**config.mk**
```make
export PLATFORM = sky130hd
export DESIGN_NAME = ac_motor_pwm
export DESIGN_NICKNAME = d
export VERILOG_FILES = /design/src/rtl/ac_motor_pwm.sv
export SDC_FILE = /design/constraint.sdc
export NUM_CORES = 1
export LEC_CHECK = 0
export ABC_AREA = 1
export CAP_MARGIN = 10
export CORE_ASPECT_RATIO = 0.9
export CORE_MARGIN = 4
export CORE_UTILIZATION = 50
export CTS_BUF_LIST = sky130_fd_sc_hd__clkbuf_4 sky130_fd_sc_hd__clkbuf_8 sky130_fd_sc_hd__clkbuf_16
export DETAILED_ROUTE_END_ITERATION = 8
export GPL_TIMING_DRIVEN = 0
export PLACE_DENSITY = 0.79
export REMOVE_ABC_BUFFERS = 1
export SLEW_MARGIN = 20
export SYNTH_ARGS = -nofsm -noshare
export SYNTH_HDL_FRONTEND = slang
export SYNTH_SLANG_ARGS = --single-unit
```
**constraint.sdc**
```tcl
create_clock -name clk -period 1.6 [get_ports clk]
set_input_delay 0.16 -clock clk [delete_from_list [all_inputs] [get_ports clk]]
set_output_delay 0.16 -clock clk [all_outputs]
set_load 0.05 [all_outputs]
```
**src/rtl/ac_motor_pwm.sv**
```systemverilog
// ac_motor_pwm: three-phase centre-aligned PWM with complementary gates and dead time.
// One shared triangle carrier; duties are double-buffered and latched at the valley.
// Optional macro AC_MOTOR_PWM_BRAKE_EN adds a 'brake' input that forces all phases
// to their low sides (dynamic braking) through the normal dead-time path.
module ac_motor_pwm #(
    parameter int SINE_W   = 24,
    parameter int CNT_W    = 12,
    parameter int DEADTIME = 8
) (
    input  logic                     clk,
    input  logic                     rst_n,
    input  logic                     enable,
`ifdef AC_MOTOR_PWM_BRAKE_EN
    input  logic                     brake,
`endif
    input  logic signed [SINE_W-1:0] sine1,
    input  logic signed [SINE_W-1:0] sine2,
    input  logic signed [SINE_W-1:0] sine3,
    output logic                     hs1,
    output logic                     ls1,
    output logic                     hs2,
    output logic                     ls2,
    output logic                     hs3,
    output logic                     ls3,
    output logic                     sync
);

    localparam int               DT_W     = (DEADTIME > 1) ? $clog2(DEADTIME) : 1;
    localparam logic [DT_W-1:0]  DT_LOAD  = DT_W'(DEADTIME - 1);
    localparam logic [CNT_W-1:0] CNT_MID  = {1'b1, {(CNT_W-1){1'b0}}};
    localparam logic [CNT_W-1:0] CNT_PEAK = {CNT_W{1'b1}};
    localparam logic [CNT_W-1:0] CNT_TURN = CNT_PEAK - CNT_W'(1);

    typedef enum logic [1:0] {
        ST_OFF  = 2'd0,
        ST_HS   = 2'd1,
        ST_LS   = 2'd2,
        ST_DEAD = 2'd3
    } state_t;

    logic [CNT_W-1:0]         r_cnt;
    logic                     r_dir_up;
    logic                     w_latch;
    logic                     w_force_low;
    logic signed [SINE_W-1:0] w_sine [3];
    logic [2:0]               w_hs;
    logic [2:0]               w_ls;

    assign w_sine[0] = sine1;
    assign w_sine[1] = sine2;
    assign w_sine[2] = sine3;

`ifdef AC_MOTOR_PWM_BRAKE_EN
    assign w_force_low = brake & enable;
`else
    assign w_force_low = 1'b0;
`endif

    // Duty latch instant: valley of a running carrier. The sync pulse mirrors it,
    // and is gated by rst_n so it drops immediately when reset is asserted.
    assign w_latch = enable & (r_cnt == '0);
    assign sync    = w_latch & rst_n;

    // Triangle carrier 0..PEAK..0 without repeated endpoints; held at valley when disabled.
    always_ff @(posedge clk or negedge rst_n) begin
        if (!rst_n) begin
            r_cnt    <= '0;
            r_dir_up <= 1'b1;
        end else if (!enable) begin
            r_cnt    <= '0;
            r_dir_up <= 1'b1;
        end else if (r_dir_up) begin
            r_cnt <= r_cnt + CNT_W'(1);
            if (r_cnt == CNT_TURN) r_dir_up <= 1'b0;
        end else begin
            r_cnt <= r_cnt - CNT_W'(1);
            if (r_cnt == CNT_W'(1)) r_dir_up <= 1'b1;
        end
    end

    genvar gi;
    generate
        for (gi = 0; gi < 3; gi++) begin : g_phase
            logic [CNT_W-1:0] w_ref;
            logic [CNT_W-1:0] r_duty;
            logic             r_cmd;
            logic             w_cmd_next;
            state_t           r_state;
            state_t           w_state_next;
            logic [DT_W-1:0]  r_dead;
            logic [DT_W-1:0]  w_dead_next;
            logic             r_hs;
            logic             r_ls;
            logic             w_unused_lsbs;

            // (sine >>> (SINE_W-CNT_W)) + 2**(CNT_W-1) truncated to CNT_W bits is the
            // top CNT_W bits of the sine with the sign bit inverted (offset binary).
            assign w_ref         = {~w_sine[gi][SINE_W-1], w_sine[gi][SINE_W-2 -: CNT_W-1]};
            assign w_unused_lsbs = ^w_sine[gi][SINE_W-CNT_W-1:0];
            assign w_cmd_next    = (r_duty > r_cnt) & ~w_force_low;

            // Double-buffered duty, updated only at the carrier valley.
            always_ff @(posedge clk or negedge rst_n) begin
                if (!rst_n) begin
                    r_duty <= CNT_MID;
                end else if (w_latch) begin
                    r_duty <= w_ref;
                end
            end

            // Registered compare: high-side request, one clk behind the carrier.
            always_ff @(posedge clk or negedge rst_n) begin
                if (!rst_n) begin
                    r_cmd <= 1'b0;
                end else begin
                    r_cmd <= w_cmd_next;
                end
            end

            // Gate FSM next state: every hs<->ls handover passes through DEAD.
            always_comb begin
                w_state_next = r_state;
                w_dead_next  = r_dead;
                if (!enable) begin
                    w_state_next = ST_OFF;
                end else begin
                    case (r_state)
                        ST_OFF: begin
                            w_state_next = ST_DEAD;
                            w_dead_next  = DT_LOAD;
                        end
                        ST_HS: begin
                            if (!r_cmd) begin
                                w_state_next = ST_DEAD;
                                w_dead_next  = DT_LOAD;
                            end
                        end
                        ST_LS: begin
                            if (r_cmd) begin
                                w_state_next = ST_DEAD;
                                w_dead_next  = DT_LOAD;
                            end
                        end
                        ST_DEAD: begin
                            if (r_dead == '0) begin
                                w_state_next = r_cmd ? ST_HS : ST_LS;
                            end else begin
                                w_dead_next = r_dead - DT_W'(1);
                            end
                        end
                        default: w_state_next = ST_OFF;
                    endcase
                end
            end

            // Gate FSM state, dead timer and registered gate outputs.
            always_ff @(posedge clk or negedge rst_n) begin
                if (!rst_n) begin
                    r_state <= ST_OFF;
                    r_dead  <= '0;
                    r_hs    <= 1'b0;
                    r_ls    <= 1'b0;
                end else begin
                    r_state <= w_state_next;
                    r_dead  <= w_dead_next;
                    r_hs    <= (w_state_next == ST_HS);
                    r_ls    <= (w_state_next == ST_LS);
                end
            end

            assign w_hs[gi] = r_hs;
            assign w_ls[gi] = r_ls;
        end
    endgenerate

    assign hs1 = w_hs[0];
    assign ls1 = w_ls[0];
    assign hs2 = w_hs[1];
    assign ls2 = w_ls[1];
    assign hs3 = w_hs[2];
    assign ls3 = w_ls[2];

endmodule
```
==> flow_metrics.tcl <==
set metrics [dict create \
    port_buffers 45 \
    pwr-share-comb 0.346 \
    first_global_vias 3720 \
    seqPwrFrac 0.411 \
    cp_slowest_cell "dfrtp_1" \
    switching_power_mw 2.19 \
    fmax_mhz 531 \
    period_share 1.18 \
    worst_clock_skew_ns 0.00711 \
    critical_path_arrival_ns 1.72 \
    vias_per_cell 5.14 \
    die_h_um 98.0 \
    drc 0 \
    n_antenna_cell 0 \
    cts-root-buf "clkbuf_8" \
    setup_slack_ns -0.284 \
    crit_required_ns 1.44 \
    cp_cell_sequence "nor2_2 > nand3_2 > nor2_4 > nand4_4 > buf_12 > nor2_4 > buf_6" \
    overflow 0 \
    drt_wl_total_mm 10.0 \
    grt_max_degree 42 \
    synth_top_area_cell "dfrtp_1" \
    p_leak_nw 2.87 \
    postSynthCellCount 532 \
    tightest_slew_ns 0.492 \
    synth_edf_count 0 \
    hold_viol 0 \
    max_cap_viol_count 0 \
    swShare 0.358 \
    power.total_mw 6.12 \
    synth-seq-cells 73 \
    outcome "complete, but fails checks" \
    hpwl_mm 6.35 \
    synthToLayoutAreaGrowth_pct 29.1 \
    avgSynthCellArea_um2 8.45 \
    pwr-share-clk 0.243 \
    synth_top_area_frac 0.384 \
    pin_count 82 \
    clk_pin_slew_ns 0.08 \
    first_pass_iters 5 \
    max_slew_margin 0.674 \
    final_nets 732 \
    ys_top_cells_by_area "dfrtp_1 38%, ha_1 13%, o21ai_2 7.0%" \
    wl_per_cell_um 13.7 \
    vias 3775 \
    ys_seq_area_frac 0.407 \
    h-tree-depth 3 \
    hold_path.class "in2reg" \
    place.gp.congestion 0.879 \
    max_stage_delay_ns 0.41 \
    drive_above_1_share 0.302 \
    finalMaxSlewViolations 0 \
    clkSinkCount 73 \
    worstSetupStartpointType "flip-flop" \
    violations "negative setup slack" \
    crit_top_cell "nor2_4" \
    ir_drop_uv 504 \
    worstSetupPathType "reg2out" \
    end_kind "output port" \
    postLayoutCoreUtil 0.671 \
    place_area_um2 5060 \
    initial_core_util 0.520 \
    synth_ff_type "dfrtp_1" \
    intPower_mw 3.93 \
    coreArea_um2 8650 \
    whs_ns 0.325 \
    ctsLongestPathBuffers 2 \
    grt_pass1_wl_mm 15.9 \
    dieWidth_um 108 \
    synth_cell_types 28 \
    rsz0062_at_grt "yes" \
    drtIter0Drc 236 \
    die_area_um2 10600 \
    synthArstFlopShare 1.00 \
    powerDensity_nw_per_um2 1050 \
    grt_usage 0.187 \
    clock_latency_ns 0.35 \
    worst-path-max-fanout 3 \
    stdcell_area_um2 5800 \
    ant_nets 0 \
    finalSetupTns_ns -4.51 \
    cts_tree "yes" \
    fill_cells 697 \
    cts_buffers 9 \
    period_needed_ns 1.88 \
    std_cell_rows 32 \
    setup_violations 39 \
    yosys_warnings 0 \
    antenna_found_initial 0 \
    syn-cell-area_um2 4500 \
]
## placed cells by master (no fill, tap or decap), drive strengths merged
cell             n
or2              2
buf             30
bufbuf           1
a21oi           25
xor2             1
nand4            4
nand2          117
clkinv           1
o21ai           66
a21o             3
ha              47
nand3           20
bufinv           1
clkbuf          12
clkdlybuf4s50   36
nor2            65
dlygate4sd2      6
dlygate4sd3      2
dfrtp           69
clkinvlp         3
a31oi            2
o21a             3
inv             87
nor3             6
nand3b           2
dfstp            4
## power by group through the flow
| stage | combinational [mW] | sequential (mW) | clock, mW |
|---|---|---|---|
| 2_1_floorplan | 1.24 | 2.55 | 0 |
| 3_3_place_gp | 1.68 | 2.52 | 0 |
| 3_5_place_dp | 1.81 | 2.53 | 0 |
| 4_1_cts | 1.88 | 2.50 | 1.52 |
| 5_1_grt | 2.41 | 2.56 | 1.60 |
| 6_report | 2.12 | 2.52 | 1.49 |
## state kept, by name, summed over array words and instances, names as in the netlist, 3 cells and up
signal	cells
g_phase.r_duty	36
g_phase.r_state	6
g_phase.r_dead	9
g_phase.r_cmd	3
r_cnt	12
## layout make-up
| cell class | instances | area (µm²) | area share |
|---|---|---|---|
| multi-input combinational | 363 | 2450 | 0.422 |
| sequential | 73 | 1840 | 0.317 |
| timing repair buffer | 77 | 825 | 0.142 |
| inverter | 86 | 335 | 0.0578 |
| tap | 119 | 149 | 0.0257 |
| clock buffer | 10 | 138 | 0.0237 |
| clock inverter | 6 | 66.3 | 0.0114 |
## critical path, delay by kind of cell, from the launching register on
| family | cells | cell delay [ns] |
|---|---|---|
| buf+inv | 2 | 0.33 |
| flops | 1 | 0.41 |
| simple gates | 5 | 0.62 |
## logic make-up (layout without fill, tap and decap cells)
group / Yosys count / in the layout / share of synthesized area
flip-flops: 73 / 73 / 0.407
AND/OR/NAND/NOR: 216 / 216 / 0.223
XOR/XNOR: 1 / 1 / 0.00195
adder cells (fa/ha/maj): 47 / 47 / 0.131
AO/OA/AOI/OAI: 99 / 99 / 0.144
buffers and inverters: 96 / 179 / 0.0930
## what timing repair did
action	CTS	global route
cloned	1	1
resized for setup	31	61
hold buffers	4	0
buffers inserted	9	14
endpoints found under the setup margin	58	49
pin swaps	1	22
hold endpoints to repair	32	0
## path summary, 6_finish.rpt
| check | startpoint | end | slack, ns | cells past startpoint |
|---|---|---|---|---|
| setup / recovery | r_cnt[10]$_DFF_PN0_ | sync | -0.28 | 7 |
| hold / removal | enable | r_dir_up$_DFF_PN1_ | 0.33 | 2 |
| setup reg to reg | r_cnt[10]$_DFF_PN0_ | g_phase[1].r_duty[8]$_DFFE_PN0P_ | -0.18 | 8 |
| hold reg to reg | g_phase[2].r_duty[11]$_DFFE_PN1P_ | g_phase[2].r_duty[11]$_DFFE_PN1P_ | 0.48 | 2 |
| max in group asynchronous | rst_n | g_phase[2].r_duty[11]$_DFFE_PN1P_ | 0.84 | 3 |
| min in group asynchronous | rst_n | g_phase[2].r_dead[0]$_DFFE_PN0P_ | 0.44 | 4 |
## cells in the mapped netlist, types with 2 or more instances
| master | count |
|---|---|
| a21o_1 | 3 |
| a21oi_1 | 25 |
| a31oi_1 | 2 |
| buf_6 | 7 |
| dfrtp_1 | 69 |
| dfstp_2 | 4 |
| ha_1 | 47 |
| inv_1 | 82 |
| inv_2 | 4 |
| nand2_1 | 83 |
| nand2_2 | 34 |
| nand3_1 | 20 |
| nand3b_1 | 2 |
| nand4_1 | 3 |
| nor2_1 | 59 |
| nor2_2 | 2 |
| nor2_4 | 4 |
| nor3_1 | 6 |
| o21a_1 | 3 |
| o21ai_0 | 27 |
| o21ai_1 | 3 |
| o21ai_2 | 36 |
| or2_2 | 2 |
## per-stage QoR
step	instances	worst slack, ns
global route	734	-0.352
global placement	686	-2.84
floorplan	522	-1.18
CTS	719	-0.267
detailed placement	689	-1.26
finish	734	-0.284
## metal layers
layer  global-route usage  share of wire  wire length, µm  vias up
met5                    0              0                0        -
met4               0.0699          0.028              281        0
met3               0.0542          0.056              564       24
met2                0.318           0.50             4990      135
met1                0.222           0.42             4200     1759
li1                     -              -                -     1857
No activity file was read; power rests on OpenSTA's default activity.
